[src/rtl/wbm_request_arbiter_if.sv]
// Bundle of requester-side and bus-master-side signals for wbm_request_arbiter.
// The master modport is the arbiter's own view. The slave modport is the view
// of the surrounding logic, which is the requesters plus the bus master engine.
interface wbm_request_arbiter_if #(
  parameter int NUM_REQ       = 2,
  parameter int ADDRESS_WIDTH = 16,
  parameter int DATA_WIDTH    = 8,
  parameter int MAX_PAYLOAD   = 8,
  parameter int LEN_N         = 3
) ();
  localparam int PW = MAX_PAYLOAD * DATA_WIDTH;

  // requester side
  logic [NUM_REQ-1:0]               req_valid;
  logic [NUM_REQ-1:0]               req_write;
  logic [NUM_REQ*ADDRESS_WIDTH-1:0] req_address;
  logic [NUM_REQ*PW-1:0]            req_payload;
  logic [NUM_REQ*LEN_N-1:0]         req_length;
  logic [NUM_REQ-1:0]               req_ack;
  logic [NUM_REQ-1:0]               req_done;
  logic                             req_timeout;
  logic [PW-1:0]                    req_rdata;

  // bus master side
  logic [ADDRESS_WIDTH-1:0]         m_transfer_address;
  logic [PW-1:0]                    m_payload_in;
  logic [LEN_N-1:0]                 m_payload_length;
  logic                             m_start_read;
  logic                             m_start_write;
  logic                             m_read_busy;
  logic                             m_write_busy;
  logic                             m_completed;
  logic                             m_timeout;
  logic [PW-1:0]                    m_payload_out;

  modport master (
    input  req_valid, req_write, req_address, req_payload, req_length,
    output req_ack, req_done, req_timeout, req_rdata,
    output m_transfer_address, m_payload_in, m_payload_length,
    output m_start_read, m_start_write,
    input  m_read_busy, m_write_busy, m_completed, m_timeout, m_payload_out
  );

  modport slave (
    output req_valid, req_write, req_address, req_payload, req_length,
    input  req_ack, req_done, req_timeout, req_rdata,
    input  m_transfer_address, m_payload_in, m_payload_length,
    input  m_start_read, m_start_write,
    output m_read_busy, m_write_busy, m_completed, m_timeout, m_payload_out
  );
endinterface

[src/rtl/wbm_request_arbiter.sv]
// Round-robin arbiter that shares one bus master engine between NUM_REQ requesters.
// The arbiter grants one requester and latches its command. It issues the
// command to the master, waits for the master to finish, and returns the
// response to the same requester.
// Optional feature: define WBM_ARB_RETRY_EN to retry a timed-out transfer once
// before reporting the failure.
module wbm_request_arbiter #(
  parameter int NUM_REQ       = 2,
  parameter int ADDRESS_WIDTH = 16,
  parameter int DATA_WIDTH    = 8,
  parameter int MAX_PAYLOAD   = 8,
  parameter int LEN_N         = 3
) (
  input  logic                  clk_i,
  input  logic                  rst_i,
  wbm_request_arbiter_if.master bus
);
  localparam int PW    = MAX_PAYLOAD * DATA_WIDTH;
  localparam int SEL_W = (NUM_REQ > 1) ? $clog2(NUM_REQ) : 1;

  typedef enum logic [4:0] {
    IDLE      = 5'b00001,
    GRANT     = 5'b00010,
    ISSUE     = 5'b00100,
    WAIT_DONE = 5'b01000,
    RESP      = 5'b10000
  } state_t;

  state_t                   state_reg;
  logic [SEL_W-1:0]         sel_reg;
  logic [SEL_W-1:0]         last_grant_reg;
  logic                     write_reg;
  logic [ADDRESS_WIDTH-1:0] addr_reg;
  logic [PW-1:0]            wdata_reg;
  logic [LEN_N-1:0]         len_reg;
  logic                     start_rd_reg;
  logic                     start_wr_reg;
  logic [NUM_REQ-1:0]       ack_reg;
  logic [NUM_REQ-1:0]       done_reg;
  logic                     timeout_reg;
  logic [PW-1:0]            rdata_reg;
`ifdef WBM_ARB_RETRY_EN
  logic                     retry_reg;
`endif

  // Per-requester views of the packed command fields
  logic [ADDRESS_WIDTH-1:0] addr_arr    [NUM_REQ];
  logic [PW-1:0]            payload_arr [NUM_REQ];
  logic [LEN_N-1:0]         len_arr     [NUM_REQ];

  for (genvar gi = 0; gi < NUM_REQ; gi++) begin : g_unpack
    assign addr_arr[gi]    = bus.req_address[gi*ADDRESS_WIDTH +: ADDRESS_WIDTH];
    assign payload_arr[gi] = bus.req_payload[gi*PW +: PW];
    assign len_arr[gi]     = bus.req_length[gi*LEN_N +: LEN_N];
  end

  // Round-robin pick: the nearest valid requester above last_grant, with wrap.
  // The scan runs from farthest to nearest, so the nearest valid requester is
  // the last one written and wins.
  logic [SEL_W-1:0] pick_idx;
  logic [SEL_W-1:0] cand_idx;
  logic             pick_found;
  always_comb begin
    pick_idx   = '0;
    cand_idx   = '0;
    pick_found = 1'b0;
    for (int k = NUM_REQ; k >= 1; k--) begin
      cand_idx = SEL_W'((int'(last_grant_reg) + k) % NUM_REQ);
      if (bus.req_valid[cand_idx]) begin
        pick_idx   = cand_idx;
        pick_found = 1'b1;
      end
    end
  end

  // Busy flag that belongs to the transfer in flight, and the retry decision
  logic cur_busy;
  logic retry_now;
  always_comb begin
    cur_busy = write_reg ? bus.m_write_busy : bus.m_read_busy;
`ifdef WBM_ARB_RETRY_EN
    retry_now = bus.m_timeout && !retry_reg;
`else
    retry_now = 1'b0;
`endif
  end

  // Control FSM. All bus-facing outputs are registered here.
  // m_completed is not stored: busy dropping marks the end of a transfer, and
  // m_timeout is the only failure indication that is passed back.
  always_ff @(posedge clk_i or posedge rst_i) begin
    if (rst_i) begin
      state_reg      <= IDLE;
      sel_reg        <= '0;
      last_grant_reg <= SEL_W'(NUM_REQ - 1);
      write_reg      <= 1'b0;
      addr_reg       <= '0;
      wdata_reg      <= '0;
      len_reg        <= '0;
      start_rd_reg   <= 1'b0;
      start_wr_reg   <= 1'b0;
      ack_reg        <= '0;
      done_reg       <= '0;
      timeout_reg    <= 1'b0;
      rdata_reg      <= '0;
`ifdef WBM_ARB_RETRY_EN
      retry_reg      <= 1'b0;
`endif
    end else begin
      ack_reg  <= '0;
      done_reg <= '0;
      unique case (state_reg)
        IDLE: begin
          if (pick_found) begin
            sel_reg   <= pick_idx;
            ack_reg   <= NUM_REQ'(1) << pick_idx;
            state_reg <= GRANT;
          end
        end
        GRANT: begin
          write_reg    <= bus.req_write[sel_reg];
          addr_reg     <= addr_arr[sel_reg];
          wdata_reg    <= payload_arr[sel_reg];
          len_reg      <= len_arr[sel_reg];
          start_rd_reg <= !bus.req_write[sel_reg];
          start_wr_reg <= bus.req_write[sel_reg];
`ifdef WBM_ARB_RETRY_EN
          retry_reg    <= 1'b0;
`endif
          state_reg    <= ISSUE;
        end
        ISSUE: begin
          if (cur_busy) begin
            start_rd_reg <= 1'b0;
            start_wr_reg <= 1'b0;
            state_reg    <= WAIT_DONE;
          end
        end
        WAIT_DONE: begin
          if (!cur_busy) begin
            if (retry_now) begin
`ifdef WBM_ARB_RETRY_EN
              retry_reg    <= 1'b1;
`endif
              start_rd_reg <= !write_reg;
              start_wr_reg <= write_reg;
              state_reg    <= ISSUE;
            end else begin
              done_reg    <= NUM_REQ'(1) << sel_reg;
              timeout_reg <= bus.m_timeout;
              rdata_reg   <= write_reg ? '0 : bus.m_payload_out;
              state_reg   <= RESP;
            end
          end
        end
        RESP: begin
          last_grant_reg <= sel_reg;
          timeout_reg    <= 1'b0;
          rdata_reg      <= '0;
          state_reg      <= IDLE;
        end
        default: state_reg <= IDLE;
      endcase
    end
  end

  assign bus.req_ack            = ack_reg;
  assign bus.req_done           = done_reg;
  assign bus.req_timeout        = timeout_reg;
  assign bus.req_rdata          = rdata_reg;
  assign bus.m_transfer_address = addr_reg;
  assign bus.m_payload_in       = wdata_reg;
  assign bus.m_payload_length   = len_reg;
  assign bus.m_start_read       = start_rd_reg;
  assign bus.m_start_write      = start_wr_reg;
endmodule
[src/flat_wrapper.sv]
// flat-port wrapper written by rule: the top's interface ports become plain ports
module wbm_request_arbiter_flat 
#(
  parameter int NUM_REQ       = 2,
  parameter int ADDRESS_WIDTH = 16,
  parameter int DATA_WIDTH    = 8,
  parameter int MAX_PAYLOAD   = 8,
  parameter int LEN_N         = 3
)
  (clk_i, rst_i, bus_req_valid, bus_req_write, bus_req_address, bus_req_payload, bus_req_length, bus_req_ack, bus_req_done, bus_req_timeout, bus_req_rdata, bus_m_transfer_address, bus_m_payload_in, bus_m_payload_length, bus_m_start_read, bus_m_start_write, bus_m_read_busy, bus_m_write_busy, bus_m_completed, bus_m_timeout, bus_m_payload_out);
  wbm_request_arbiter_if #(.NUM_REQ(NUM_REQ), .ADDRESS_WIDTH(ADDRESS_WIDTH), .DATA_WIDTH(DATA_WIDTH), .MAX_PAYLOAD(MAX_PAYLOAD), .LEN_N(LEN_N)) bus_i ();
  input  logic clk_i;
  input  logic rst_i;
  input wire logic [$bits(bus_i.req_valid)-1:0] bus_req_valid;
  input wire logic [$bits(bus_i.req_write)-1:0] bus_req_write;
  input wire logic [$bits(bus_i.req_address)-1:0] bus_req_address;
  input wire logic [$bits(bus_i.req_payload)-1:0] bus_req_payload;
  input wire logic [$bits(bus_i.req_length)-1:0] bus_req_length;
  output wire logic [$bits(bus_i.req_ack)-1:0] bus_req_ack;
  output wire logic [$bits(bus_i.req_done)-1:0] bus_req_done;
  output wire logic [$bits(bus_i.req_timeout)-1:0] bus_req_timeout;
  output wire logic [$bits(bus_i.req_rdata)-1:0] bus_req_rdata;
  output wire logic [$bits(bus_i.m_transfer_address)-1:0] bus_m_transfer_address;
  output wire logic [$bits(bus_i.m_payload_in)-1:0] bus_m_payload_in;
  output wire logic [$bits(bus_i.m_payload_length)-1:0] bus_m_payload_length;
  output wire logic [$bits(bus_i.m_start_read)-1:0] bus_m_start_read;
  output wire logic [$bits(bus_i.m_start_write)-1:0] bus_m_start_write;
  input wire logic [$bits(bus_i.m_read_busy)-1:0] bus_m_read_busy;
  input wire logic [$bits(bus_i.m_write_busy)-1:0] bus_m_write_busy;
  input wire logic [$bits(bus_i.m_completed)-1:0] bus_m_completed;
  input wire logic [$bits(bus_i.m_timeout)-1:0] bus_m_timeout;
  input wire logic [$bits(bus_i.m_payload_out)-1:0] bus_m_payload_out;
  assign bus_i.req_valid = bus_req_valid;
  assign bus_i.req_write = bus_req_write;
  assign bus_i.req_address = bus_req_address;
  assign bus_i.req_payload = bus_req_payload;
  assign bus_i.req_length = bus_req_length;
  assign bus_req_ack = bus_i.req_ack;
  assign bus_req_done = bus_i.req_done;
  assign bus_req_timeout = bus_i.req_timeout;
  assign bus_req_rdata = bus_i.req_rdata;
  assign bus_m_transfer_address = bus_i.m_transfer_address;
  assign bus_m_payload_in = bus_i.m_payload_in;
  assign bus_m_payload_length = bus_i.m_payload_length;
  assign bus_m_start_read = bus_i.m_start_read;
  assign bus_m_start_write = bus_i.m_start_write;
  assign bus_i.m_read_busy = bus_m_read_busy;
  assign bus_i.m_write_busy = bus_m_write_busy;
  assign bus_i.m_completed = bus_m_completed;
  assign bus_i.m_timeout = bus_m_timeout;
  assign bus_i.m_payload_out = bus_m_payload_out;
  wbm_request_arbiter #(.NUM_REQ(NUM_REQ), .ADDRESS_WIDTH(ADDRESS_WIDTH), .DATA_WIDTH(DATA_WIDTH), .MAX_PAYLOAD(MAX_PAYLOAD), .LEN_N(LEN_N)) u_core (.clk_i(clk_i), .rst_i(rst_i), .bus(bus_i));
endmodule
[config.mk]
export PLATFORM = sky130hd
export DESIGN_NAME = wbm_request_arbiter_flat
export DESIGN_NICKNAME = d
export VERILOG_FILES = /design/src/rtl/wbm_request_arbiter_if.sv /design/src/rtl/wbm_request_arbiter.sv /design/src/flat_wrapper.sv
export SDC_FILE = /design/constraint.sdc
export NUM_CORES = 1
export LEC_CHECK = 0
export CAP_MARGIN = 20
export CELL_PAD_IN_SITES_DETAIL_PLACEMENT = 2
export CELL_PAD_IN_SITES_GLOBAL_PLACEMENT = 2
export CORE_AREA = 5 5 159 221
export CTS_CLUSTER_DIAMETER = 200
export DETAILED_ROUTE_END_ITERATION = 8
export DIE_AREA = 0 0 164 226
export GPL_TIMING_DRIVEN = 0
export PLACE_DENSITY_LB_ADDON = 0.1
export REMOVE_ABC_BUFFERS = 1
export SKIP_CTS_REPAIR_TIMING = 1
export SLEW_MARGIN = 15
export SYNTH_ARGS = -nofsm -noshare
export SYNTH_HDL_FRONTEND = slang
export SYNTH_SLANG_ARGS = --single-unit
[constraint.sdc]
create_clock -name clk_i -period 7.8 [get_ports clk_i]
set_input_delay 2.34 -clock clk_i [delete_from_list [all_inputs] [get_ports clk_i]]
set_output_delay 2.34 -clock clk_i [all_outputs]
set_load 0.01 [all_outputs]
-- After elaboration in Yosys (flattened, before gate mapping)
Index checks and enable logic that the tools add are counted.
- register bits after elaboration: 162
- input bits: 240
- output and inout port bits: 154
- word-level logic and storage cells: 73
- add/subtract/negate cells: 2
- $lt $le $gt $ge: 4
- equal/unequal tests: 8
- shift operators: 2
- multiplexer cells: 36
- bitwise gates (word level): 1
- reductions and logical operators: 7
- operators by type and width (kind ; number):
    two-way mux 64 bit ; 5
    case mux 64 bit (2 select lines) ; 1
    two-way mux 16 bit ; 3
    case mux 5 bit (4 select lines) ; 1
    two-way mux 5 bit ; 3
    two-way mux 1 bit ; 13
    two-way mux 3 bit ; 3
    two-way mux 2 bit ; 4
    < comparator 1 x 2 -> 1 bit, second input constant ; 3
    case mux 1 bit (2 select lines) ; 3
    AND reduction 2 bit ; 3
    == test 5 x 1 -> 1 bit, second input constant ; 1
    == test 5 x 2 -> 1 bit, second input constant ; 1
    == test 5 x 3 -> 1 bit, second input constant ; 1
    == test 5 x 4 -> 1 bit, second input constant ; 1
    == test 5 bit, second input constant ; 1
    != test 2 x 1 -> 1 bit, second input constant ; 2
    nonzero test 2 bit ; 2
    << shifter 1 x 1 -> 2 bit, first input constant ; 2
    AND reduction 3 bit ; 1
    adder 1 bit, second input constant ; 2
    greater-or-equal comparator 2 bit, second input constant ; 1
    != test 2 bit, second input constant ; 1
    NOT 1 -> 2 bit ; 1
    logical NOT 1 bit ; 1

-- Longest topological paths before layout
- depth in word-level cells: 8
- gate-level depth with buffers: 6
- mapped depth without buffers: 4

-- Worst setup path before layout
No wires, ideal clock.
- path type: input to register
- start: input bus_m_write_busy
- end: register u_core.rdata_reg[1], in the netlist u_core.bus.req_rdata[1]
- library setup time: 79 ps
- arrival time: 3489 ps
- data required time: 7721 ps
- setup slack: 4231 ps
- stages: 5
- path buffers: 1
- path through: mux2_2 > or3_1 > clkinv_1 > buf_4 > mux2i_1
- word-level cells in the longest chain between the ends: 3
- RTL lines (what ; RTL line ; text):
    from (decl) ; flat_wrapper.sv:29 ; input wire logic [$bits(bus_i.m_write_busy)-1:0] bus_m_write_busy;
    two-way mux 1 bit ; wbm_request_arbiter.sv:80 ; cur_busy = write_reg ? bus.m_write_busy : bus.m_read_busy;
    != test 2 bit (no line) ; -- ;
    AND reduction 2 bit (no line) ; -- ;
    to (signal assigned) ; wbm_request_arbiter.sv:151 ; rdata_reg <= write_reg ? '0 : bus.m_payload_out;
    to (decl) ; wbm_request_arbiter.sv:41 ; logic [PW-1:0] rdata_reg;
No other way between the ends.
A chain may end at the register's enable or synchronous reset.

-- Final worst setup path
- start: input bus_m_read_busy
- end: register u_core.rdata_reg[59], in the netlist u_core.bus.req_rdata[59]
- word-level cells in the longest chain between the ends: 3
- RTL lines (what ; RTL line ; text):
    from (decl) ; flat_wrapper.sv:28 ; input wire logic [$bits(bus_i.m_read_busy)-1:0] bus_m_read_busy;
    two-way mux 1 bit ; wbm_request_arbiter.sv:80 ;
    != test 2 bit (no line) ; -- ;
    AND reduction 2 bit (no line) ; -- ;
No other way between the ends.

==> flow_metrics.py <==
metrics = {
    "status": {
        "status": "complete, no violations",
    },
    "hold_path": {
        "worst_hold_path_type": "reg -> reg",
        "min_path_cells": 1,
    },
    "pwr": {
        "seqPwrFrac": 0.318,
        "power_frac_comb": 0.491,
        "powerDensity_nw_per_um2": 373.1,
        "ir_worst_vdd_v": 0.0001205,
        "p_leak_uw": 0.005347,
        "clock_power_share": 0.192,
        "switchingPower_uw": 1625,
        "power.internal_uw": 3166,
        "switching_share": 0.3392,
    },
    "yosys": {
        "synthCells": 620,
        "netlist_top_cells_count": "mux2_2 (168), dfrtp_1 (160), o21ai_0 (68)",
        "synth_area_leaders": "dfrtp_1 (52%), mux2_2 (24%), mux2i_1 (8.4%)",
        "async_reset_ff_frac": 1.000,
        "ys_warn_count": 0,
        "yosysSeqAreaShare": 0.5224,
        "synth_area_leader_cell": "dfrtp_1",
        "synth_seq_cells": 162,
        "yosysTopAreaCellShare": 0.5156,
        "synth_area_um2": 7765,
        "yosysMostFrequentCell": "mux2_2",
        "synthFlopType": "dfrtp_1",
        "synth_cell_type_count": 35,
        "synth_edf_count": 0,
        "syn_area_per_cell_um2": 12.52,
    },
    "sta": {
        "period_needed_ns": 4.296,
        "setup_violations": 0,
        "worst_slew_pin_slew_ns": 0.8040,
        "grt_setup_unrepaired": "false",
        "skew_ns": 0.01223,
        "setup-tns-final_ns": 0,
        "fmax_mhz": 232.8,
        "hold_violations": 0,
        "relSlewSlack": 0.4627,
        "finalMaxSlewViolations": 0,
        "finalCritPeriodShare": 0.5507,
    },
    "placement": {
        "gp_congestion": 0.6855,
        "place_area_um2": 12210,
        "port-buffer-count": 392,
        "post-dp-hpwl_um": 23580,
    },
    "final_layout": {
        "nets": 1229,
        "fillers": 3492,
        "regArea_um2": 4060,
        "final_layout_size_suffix_gt1_frac": 0.2226,
        "multi_input_area_um2": 3413,
        "final_cell_area_um2": 12840,
        "area_growth_pct": 65.37,
    },
    "routing": {
        "routed-via-count": 6410,
        "drtIter0Drc": 182,
        "wire_per_inst_um": 21.61,
        "drc": 0,
        "wl_um": 31290,
        "vias_per_cell": 4.427,
        "firstDrtPassIters": 4,
        "antenna_left": 0,
    },
    "global_route": {
        "antenna_found_initial": 7,
        "overflow": 0,
        "grt_pass1_wl_um": 46820,
        "grt_usage": 0.1667,
        "grt_max_degree": 84,
        "grt_pass1_vias": 7209,
    },
    "cts": {
        "clockBufferDepth": 2,
        "h-tree-depth": 4,
        "cts_tree": "yes",
        "cts_sinks": 162,
        "numCtsBuffers": 17,
        "clkSlewWorstSetupHoldPaths_ns": 0.06,
        "root_buffer": "clkbuf_16",
        "clock_latency_ns": 0.44,
    },
    "floorplanning": {
        "die_width_um": 164,
        "core_um2": 33010,
        "die-area_um2": 37060,
        "io_pins": 394,
        "start_util": 0.2352,
        "die_h_um": 226,
        "placementRows": 79,
    },
    "critical_path": {
        "cp.required_ns": 8.14,
        "critPathLaunchType": "input port",
        "r2r_cells": 5,
        "cp_max_fo": 35,
        "criticalPathCategory": "in -> reg",
        "worstPathArrival_ns": 4.64,
        "end_kind": "flip-flop",
    },
    "run": {
        "cap_violations": 0,
    },
}
final timing paths:
check | start | endpoint | slack [ns]
min in group asynchronous | rst_i | u_core.bus.m_transfer_address[14]$_DFFE_PP0P_ | 2.36
max reg2reg | u_core.state_reg[4]$_DFFE_PP0P_ | u_core.bus.req_rdata[59]$_DFFE_PP0P_ | 5.26
max in group asynchronous | rst_i | u_core.bus.req_rdata[53]$_DFFE_PP0P_ | 4.55
min reg2reg | u_core.bus.m_payload_in[12]$_DFFE_PP0P_ | u_core.bus.m_payload_in[12]$_DFFE_PP0P_ | 0.51
max | bus_m_read_busy | u_core.bus.req_rdata[59]$_DFFE_PP0P_ | 3.50
min | u_core.bus.m_payload_in[12]$_DFFE_PP0P_ | u_core.bus.m_payload_in[12]$_DFFE_PP0P_ | 0.51
power groups by stage:
stage | sequential (uW) | clock [uW] | combinational (uW)
finish | 1520 | 918 | 2350
global route | 1590 | 994 | 2540
CTS | 1540 | 956 | 2430
detailed placement | 1540 | 0 | 2420
global placement | 1560 | 0 | 2360
floorplan | 1710 | 0 | 851
worst max-delay path, stage by stage:
cell,delay [ns]
clkdlybuf4s50_1,0.45
mux2_2,0.21
or3_4,0.44
buf_16,0.31
clkinv_1,0.54
mux2i_1,0.32
layer usage:
| metal | GRT usage | part of all wire | vias up |
|---|---|---|---|
| met3 | 0.08563 | 0.12 | 31 |
| li1 | - | - | 2935 |
| met4 | 0.04304 | 0.011 | 12 |
| met1 | 0.1873 | 0.38 | 3161 |
| met2 | 0.2798 | 0.49 | 271 |
| met5 | 0 | 0.0026 | - |
kinds of logic (layout without fill, tap and decap cells):
group	Yosys count	count (layout)	share of synthesized area
flops	162	162	0.5224
mux	233	233	0.3274
compound gates	89	89	0.06413
other cells	0	1	0
simple gates	76	76	0.04399
xor+xnor	1	1	0.001128
buf+inv	59	441	0.04093
layout by cell type (no fill, tap or decap), drive strengths merged, types with 2 or more instances in the layout:
master           n
bufinv           4
nor4             2
or2              2
clkdlybuf4s50  392
o211ai          12
clkinv           6
buf              9
nor2             8
mux2           168
dfstp            2
a21oi            3
dfrtp          160
o21ai           68
clkinvlp         3
clkbuf          19
nand2b           3
or3              3
inv              8
mux2i           65
nand2           52
area by class of cell:
class / count / share of cell area
multi-input cells: 399 / 0.2658
repair buffers: 401 / 0.3225
inverters: 8 / 0.003118
well taps: 445 / 0.04336
diodes: 1 / 0.0001949
clock inverters: 13 / 0.01432
clock buffers: 19 / 0.03449
flip-flops and latches: 162 / 0.3162
through the flow:
| step | util | total power, uW | worst slack [ns] | hold slack [ns] | instances |
|---|---|---|---|---|---|
| after floorplan | - | 2564 | 1.087 | 0.4804 | 569 |
| after global placement | 0.3622 | 3914 | -2.129 | 0.4875 | 1406 |
| after detailed placement | 0.3699 | 3964 | 2.958 | 0.4959 | 1415 |
| after CTS | 0.3889 | 4918 | 3.438 | 0.5116 | 1447 |
| after global routing | 0.3889 | 5126 | 3.332 | 0.5184 | 1447 |
| final | 0.3890 | 4791 | 3.504 | 0.5068 | 1448 |
Power figures use the tool's default switching activity.
